===== config.mk =====
export PLATFORM = sky130hd
export DESIGN_NAME = md_seq_flat
export DESIGN_NICKNAME = d
export VERILOG_FILES = /design/src/rtl/md_seq_pkg.sv /design/src/rtl/md_seq_if.sv /design/src/rtl/md_addsub.sv /design/src/rtl/md_seq.sv /design/src/flat_wrapper.sv
export SDC_FILE = /design/constraint.sdc
export NUM_CORES = 1
export LEC_CHECK = 0
export CORE_UTILIZATION = 59
export DETAILED_ROUTE_END_ITERATION = 10
export GPL_TIMING_DRIVEN = 0
export HOLD_SLACK_MARGIN = 0.15
export PLACE_DENSITY = 0.83
export SYNTH_ARGS = -nofsm -noshare
export SYNTH_HDL_FRONTEND = slang
export SYNTH_SLANG_ARGS = --single-unit

===== constraint.sdc =====
create_clock -name clk -period 7.6 [get_ports clk]
set_input_delay 1.52 -clock clk [delete_from_list [all_inputs] [get_ports clk]]
set_output_delay 1.52 -clock clk [all_outputs]
set_load 0.03 [all_outputs]

===== src/rtl/md_seq_pkg.sv =====
// Shared constants and helpers for the multiply/divide sequencer.
package md_seq_pkg;

  localparam int unsigned DATA_W  = 32;
  localparam int unsigned CNT_W   = 6;
  localparam int unsigned FUNCT_W = 6;
  localparam int unsigned PROD_W  = 2 * DATA_W;

  localparam logic [FUNCT_W-1:0] FUNCT_MULT  = 6'h18;
  localparam logic [FUNCT_W-1:0] FUNCT_MULTU = 6'h19;
  localparam logic [FUNCT_W-1:0] FUNCT_DIV   = 6'h1A;
  localparam logic [FUNCT_W-1:0] FUNCT_DIVU  = 6'h1B;

  function automatic logic is_md_funct(input logic [FUNCT_W-1:0] f);
    return (f == FUNCT_MULT) || (f == FUNCT_MULTU) ||
           (f == FUNCT_DIV)  || (f == FUNCT_DIVU);
  endfunction

  function automatic logic is_signed_funct(input logic [FUNCT_W-1:0] f);
    return (f == FUNCT_MULT) || (f == FUNCT_DIV);
  endfunction

  function automatic logic is_div_funct(input logic [FUNCT_W-1:0] f);
    return (f == FUNCT_DIV) || (f == FUNCT_DIVU);
  endfunction

  // Magnitude of a possibly-signed operand; -2^31 maps to unsigned 0x80000000.
  function automatic logic [DATA_W-1:0] abs_val(input logic [DATA_W-1:0] v, input logic sgn);
    return (sgn && v[DATA_W-1]) ? DATA_W'(-v) : v;
  endfunction

endpackage


===== src/rtl/md_seq_if.sv =====
// Request/result bundle between the EX stage and the multiply/divide sequencer.
interface md_seq_if;
  import md_seq_pkg::*;

  logic               start;
  logic [FUNCT_W-1:0] funct;
  logic [DATA_W-1:0]  operand_1;
  logic [DATA_W-1:0]  operand_2;
  logic               cancel;
  logic               stall_req;
  logic               result_valid;
  logic [DATA_W-1:0]  hi;
  logic [DATA_W-1:0]  lo;
  logic               div_by_zero;

  modport master (
    output start, funct, operand_1, operand_2, cancel,
    input  stall_req, result_valid, hi, lo, div_by_zero
  );

  modport slave (
    input  start, funct, operand_1, operand_2, cancel,
    output stall_req, result_valid, hi, lo, div_by_zero
  );

endinterface


===== src/rtl/md_addsub.sv =====
// Shared 33-bit adder/subtractor; carry=1 on subtract means a >= b.
module md_addsub
  import md_seq_pkg::*;
(
  input  logic [DATA_W:0] a,
  input  logic [DATA_W:0] b,
  input  logic            sub,
  output logic [DATA_W:0] sum,
  output logic            carry
);

  localparam int unsigned W = DATA_W + 1;

  logic [W-1:0] b_eff;

  assign b_eff        = sub ? ~b : b;
  assign {carry, sum} = {1'b0, a} + {1'b0, b_eff} + (W + 1)'(sub);

endmodule


===== src/rtl/md_seq.sv =====
// Iterative MULT/MULTU/DIV/DIVU sequencer: shift-add multiply and restoring
// divide over one shared adder, one iteration per cycle, with pipeline stall.
module md_seq
  import md_seq_pkg::*;
(
  input  logic     clk,
  input  logic     rst,
  md_seq_if.slave  bus
);

  typedef enum logic [1:0] {
    ST_IDLE = 2'd0,
    ST_CALC = 2'd1,
    ST_SIGN = 2'd2,
    ST_DONE = 2'd3
  } state_t;

  state_t              state, state_next;
  logic [CNT_W-1:0]    counter;
  logic                op_div;
  logic                neg_q;
  logic                neg_r;
  logic [DATA_W-1:0]   opr;
  logic [DATA_W-1:0]   acc_hi;
  logic [DATA_W-1:0]   acc_lo;
  logic [DATA_W-1:0]   hi_r;
  logic [DATA_W-1:0]   lo_r;
  logic                result_valid_r;
  logic                div_by_zero_r;

  logic                accept_c;
  logic                dbz_c;
  logic                stall_c;
  logic                sgn_c;
  logic                s1_c;
  logic                s2_c;
  logic [DATA_W-1:0]   abs1_c;
  logic [DATA_W-1:0]   abs2_c;
  logic [DATA_W:0]     add_a_c;
  logic [DATA_W:0]     add_b_c;
  logic [DATA_W:0]     add_sum_c;
  logic                add_carry_c;
  logic [PROD_W-1:0]   prod_c;

  md_addsub u_addsub (
    .a     (add_a_c),
    .b     (add_b_c),
    .sub   (op_div),
    .sum   (add_sum_c),
    .carry (add_carry_c)
  );

  // Next state, accept decode and stall request
  always_comb begin
    state_next = state;
    accept_c   = 1'b0;
    dbz_c      = 1'b0;
    stall_c    = 1'b0;

    if ((state == ST_IDLE || state == ST_DONE) && bus.start && !bus.cancel &&
        is_md_funct(bus.funct)) begin
      accept_c = 1'b1;
      dbz_c    = is_div_funct(bus.funct) && (bus.operand_2 == '0);
    end

    if (bus.cancel) begin
      state_next = ST_IDLE;
    end else begin
      case (state)
        ST_IDLE, ST_DONE: begin
          if (accept_c)            state_next = dbz_c ? ST_DONE : ST_CALC;
          else                     state_next = ST_IDLE;
        end
        ST_CALC: if (counter == CNT_W'(DATA_W - 1)) state_next = ST_SIGN;
        ST_SIGN:                   state_next = ST_DONE;
        default:                   state_next = ST_IDLE;
      endcase
    end

    stall_c = !bus.cancel &&
              ((accept_c && !dbz_c) || state == ST_CALC || state == ST_SIGN);
  end

  // Operand magnitudes and the per-iteration adder inputs
  always_comb begin
    sgn_c   = is_signed_funct(bus.funct);
    s1_c    = sgn_c & bus.operand_1[DATA_W-1];
    s2_c    = sgn_c & bus.operand_2[DATA_W-1];
    abs1_c  = abs_val(bus.operand_1, sgn_c);
    abs2_c  = abs_val(bus.operand_2, sgn_c);
    prod_c  = {acc_hi, acc_lo};
    add_a_c = '0;
    add_b_c = '0;
    if (op_div) begin
      add_a_c = {acc_hi, acc_lo[DATA_W-1]};
      add_b_c = {1'b0, opr};
    end else begin
      add_a_c = {1'b0, acc_hi};
      add_b_c = acc_lo[0] ? {1'b0, opr} : '0;
    end
  end

  always_ff @(posedge clk or posedge rst) begin
    if (rst) state <= ST_IDLE;
    else     state <= state_next;
  end

  // Datapath: latch on accept, iterate in CALC, sign-fix and write in SIGN
  always_ff @(posedge clk or posedge rst) begin
    if (rst) begin
      counter        <= '0;
      op_div         <= 1'b0;
      neg_q          <= 1'b0;
      neg_r          <= 1'b0;
      opr            <= '0;
      acc_hi         <= '0;
      acc_lo         <= '0;
      hi_r           <= '0;
      lo_r           <= '0;
      result_valid_r <= 1'b0;
      div_by_zero_r  <= 1'b0;
    end else begin
      result_valid_r <= (state_next == ST_DONE);
      if (bus.cancel) begin
        counter <= '0;
      end else if (accept_c) begin
        op_div        <= is_div_funct(bus.funct);
        neg_q         <= s1_c ^ s2_c;
        neg_r         <= s1_c;
        counter       <= '0;
        acc_hi        <= '0;
        div_by_zero_r <= dbz_c;
        if (is_div_funct(bus.funct)) begin
          acc_lo <= abs1_c;
          opr    <= abs2_c;
        end else begin
          acc_lo <= abs2_c;
          opr    <= abs1_c;
        end
        if (dbz_c) begin
          hi_r <= bus.operand_1;
          lo_r <= '1;
        end
      end else if (state == ST_CALC) begin
        counter <= counter + CNT_W'(1);
        if (op_div) begin
          acc_hi <= add_carry_c ? add_sum_c[DATA_W-1:0] : add_a_c[DATA_W-1:0];
          acc_lo <= {acc_lo[DATA_W-2:0], add_carry_c};
        end else begin
          acc_hi <= add_sum_c[DATA_W:1];
          acc_lo <= {add_sum_c[0], acc_lo[DATA_W-1:1]};
        end
      end else if (state == ST_SIGN) begin
        if (op_div) begin
          lo_r <= neg_q ? DATA_W'(-acc_lo) : acc_lo;
          hi_r <= neg_r ? DATA_W'(-acc_hi) : acc_hi;
        end else begin
          {hi_r, lo_r} <= neg_q ? PROD_W'(-prod_c) : prod_c;
        end
      end
    end
  end

  assign bus.stall_req    = stall_c;
  assign bus.result_valid = result_valid_r;
  assign bus.hi           = hi_r;
  assign bus.lo           = lo_r;
  assign bus.div_by_zero  = div_by_zero_r;

endmodule


===== src/flat_wrapper.sv =====
// flat-port wrapper written by rule: the top's interface ports become plain ports
module md_seq_flat import md_seq_pkg::*;
  (clk, rst, bus_start, bus_funct, bus_operand_1, bus_operand_2, bus_cancel, bus_stall_req, bus_result_valid, bus_hi, bus_lo, bus_div_by_zero);
  md_seq_if bus_i ();
  input  logic clk;
  input  logic rst;
  input wire logic [$bits(bus_i.start)-1:0] bus_start;
  input wire logic [$bits(bus_i.funct)-1:0] bus_funct;
  input wire logic [$bits(bus_i.operand_1)-1:0] bus_operand_1;
  input wire logic [$bits(bus_i.operand_2)-1:0] bus_operand_2;
  input wire logic [$bits(bus_i.cancel)-1:0] bus_cancel;
  output wire logic [$bits(bus_i.stall_req)-1:0] bus_stall_req;
  output wire logic [$bits(bus_i.result_valid)-1:0] bus_result_valid;
  output wire logic [$bits(bus_i.hi)-1:0] bus_hi;
  output wire logic [$bits(bus_i.lo)-1:0] bus_lo;
  output wire logic [$bits(bus_i.div_by_zero)-1:0] bus_div_by_zero;
  assign bus_i.start = bus_start;
  assign bus_i.funct = bus_funct;
  assign bus_i.operand_1 = bus_operand_1;
  assign bus_i.operand_2 = bus_operand_2;
  assign bus_i.cancel = bus_cancel;
  assign bus_stall_req = bus_i.stall_req;
  assign bus_result_valid = bus_i.result_valid;
  assign bus_hi = bus_i.hi;
  assign bus_lo = bus_i.lo;
  assign bus_div_by_zero = bus_i.div_by_zero;
  md_seq u_core (.clk(clk), .rst(rst), .bus(bus_i));
endmodule

==> results.md <==
* Critical Path Stages at 11
* Global-route usage over all layers at 44.7%
* Worst Skew at ~0.016 ns
* Worst VDD drop at 0.273 mV
* Yosys reg bits at 173
* CP arrival at 5.22 ns
* Count of flip-flops with a built-in enable after synthesis at 0
* CTS tree: done
* Largest family of logic cells by synthesized area: compound AO/OA/AOI/OAI gates
* Slowest cell delay on critical path at 0.60 ns
* Die X-Extent at about 160 um
* Most frequent cells in the layout: 241 x nand2_1, 186 x o21ai_0, 181 x nor2_1
* Worst skew pair latency at roughly 0.45 ns
* Most common cell after layout, fill and taps aside: nand2_1
* CP max-delay cell: or4_1
* Crit path cell chain: clkdlybuf4s50_1 -> or4_1 -> nor3_1 -> nand3b_1 -> nor3_1 -> and3_1 -> clkbuf_1 -> a21oi_1 -> nor3_1 -> nor2_1 -> clkdlybuf4s50_1
* Post-route ant nets at 0
* Total congestion overflow at 0
* Critical path launch point type: input port
* H-tree depth at 4
* Post-Synth Simple-Gate Area at 19.6%
* Placed Instance Area at 16,000 um2
* P_leak at 6.93 nW
* Post-synthesis compound-gate area fraction at about a quarter
* Slew @ Worst Pin at 1.19 ns
* Area grow syn2layout at 17.1%
* Status: finished, final reports clean
* WL final at 54,300 um
* Vias in the first global route at 13,896
* Slew Limit Fails at 0
* Vias per cell at around 6.6
* Worst Hold Class: reg2reg
* CTS max path bufs at 2
* Switching Power at 0.00244 W
* Fin util at between 70% and 80%
* Nets at 2,063
* TritonCTS buffer count at 17
* Die height at ~160 um
* DP Wirelength at roughly 43,000 um
* Cell Area, Synth at 14,100 um2
* Synth Area in XOR/XNOR at under 10%
* Final Setup Violations at 0
* Initial antenna violation count at 0
* Root buffer selected by CTS: clkbuf_16
* Share of cells above drive strength 1 at under 10%
* Combinational power share at 57.1%
* Worst endpoint required time at 6.08 ns
* Hold Path Stages at 2
* Fin area at 16,500 um2
* Critical Path Fanout Max at 6
* Number of inserted diodes at 0
* Power Dens Cells at between 300 and 400 nW/um2
* Global-route wire length before repair at roughly 82,000 um
* CP bufs+invs at 3
* Hold WS at about 0.48 ns
* Final Hold Vio Count at 0
* R2R setup slack at between 1 and 1.5 ns
* Final RePlAce weighted congestion at ~1.1
* Clock slew at reported path FFs at 0.08 ns
* Hold_buf cts at 0
* Die ar. at roughly 25,000 um2
* Worst reg2reg path depth at 16
* Post-CTS Resized at 0
* Pre-CTS setup slack at 0.960 ns
* Distinct cells, synth at 87
* Power, Total at 0.00504 W
* Period utilisation layout at around 89%
* Setup repair bufs after CTS at 0
* Crit path time final at 6.74 ns
* Row count at 56
* Max Clk Rate at 0.148 GHz
* Critical Path End Type: primary output
* Synthesized instance count at 1,790
* Register area share after synthesis at 30.6%
* Yosys warning total at 0
* DRT iter0 DRCs at 1,957
* Ys flop type: dfrtp_1
* RSZ-0062 raised after global routing: false
* I/O pins at 141
* Max Cap Viol at 0
* Most common cell on crit path: nor3_1
* Ys async rst share at 100%
* CP top delay family: simple AND/OR/NAND/NOR gates
* Syn Area/Cell at 7.89 um2
* Synth Net Count at 1,903
* Clock Sinks at around 170
* Setup ws final at 0.858 ns
* 1st-pass router iterations at 8
* Vias at about 15,000
* Number of I/O port buffers at ~140
* Worst Path Class, Setup: in2out
* Sequential power share at 25.2%
* Initial Utilization at 60.2%
* Mux cell area share after synthesis at 7.10%
* Sw Share at 48.5%
* Drt wl/cell at 23.8 um
* Int Pwr at 0.00260 W
* Clk pwr share at between 10% and 20%
* # DRC at 0
* Largest net degree at the start of global routing at 118
* Adder-cell share of the synthesized area at 3.51%
* Core Region at 23,500 um2
* Worst rel slew slack at 20.2%
-- logic make-up after synthesis --
family          count (synthesis)
simple gates                  604
flops                         173
fa+ha+maj                      39
xor+xnor                      153
mux                            96
compound gates                550
buf+inv                       175
-- path summary, 6_finish.rpt --
check                                        from           endpoint
max in group asynchronous                     rst     u_core.opr[21]
worst max register to register      u_core.op_div  u_core.acc_hi[19]
worst min register to register   u_core.bus.hi[2]   u_core.bus.hi[2]
worst min-delay path             u_core.bus.hi[2]   u_core.bus.hi[2]
min in group asynchronous                     rst  u_core.bus.lo[17]
worst max-delay path            bus_operand_2[12]      bus_stall_req
-- Yosys cell counts (38+ instances only) --
library cell	instances	area, um2
nand2_1	241	905
o21ai_0	186	931
nor2_1	181	679
dfrtp_1	173	4330
a21oi_1	129	646
clkbuf_1	116	435
xnor2_1	83	727
xor2_1	70	613
mux2i_1	63	631
a31oi_1	53	332
nor3_1	44	220
ha_1	38	475
-- per-stage QoR --
stage          TNS (ns)  std cells
3_5_place_dp          0       2250
2_1_floorplan         0       1790
6_report              0       2282
5_1_grt               0       2282
3_3_place_gp    -131.02       2248
4_1_cts               0       2282
-- worst register-to-register path, delay by kind of cell, from the launching register on --
kind / cells / cell delay, ns
AO/OA/AOI/OAI: 8 / 1.94
adder cells (fa/ha/maj): 1 / 0.35
buffers and inverters: 5 / 2.56
flip-flops: 1 / 0.45
multiplexers: 2 / 0.72
-- final cells by class --
cell class	count	area, um2
Buffer	144	667
Clock buffer	18	439
Clock inverter	14	139
Fill cell	1961	6930
Inverter	31	124
Multi-Input combinational cell	1442	9020
Sequential cell	173	4330
Tap cell	319	399
Timing Repair Buffer	141	1430
-- state kept, by name, indices dropped and copies added, names as in the netlist --
signal	cells
u_core.acc_hi	32
u_core.acc_lo	32
u_core.bus.hi	32
u_core.bus.lo	32
u_core.opr	32
u_core.counter	6
u_core.state	2
u_core.bus.div_by_zero	1
u_core.bus.result_valid	1
u_core.neg_q	1
u_core.neg_r	1
u_core.op_div	1
-- power groups by stage --
| stage | combinational, W | sequential, W | clock [W] |
|---|---|---|---|
| 2_1_floorplan | 0.00198 | 0.00122 | 0 |
| 3_3_place_gp | 0.00273 | 0.00126 | 0 |
| 3_5_place_dp | 0.00277 | 0.00127 | 0 |
| 4_1_cts | 0.00279 | 0.00125 | 0.000879 |
| 5_1_grt | 0.00310 | 0.00128 | 0.000916 |
| 6_report | 0.00288 | 0.00127 | 0.000893 |
-- metal layers --
metal | track usage (%) | vias up | share of wire (%) | routed length (um)
met5 | 2.48 | - | 0.15 | 80
met4 | 20.5 | 2 | 4.5 | 2450
met3 | 11.1 | 188 | 13 | 7270
met2 | 64.9 | 1140 | 42 | 22600
met1 | 61.9 | 7095 | 40 | 21900
li1 | - | 6729 | - | -
No activity file was read; power rests on OpenSTA's default activity.
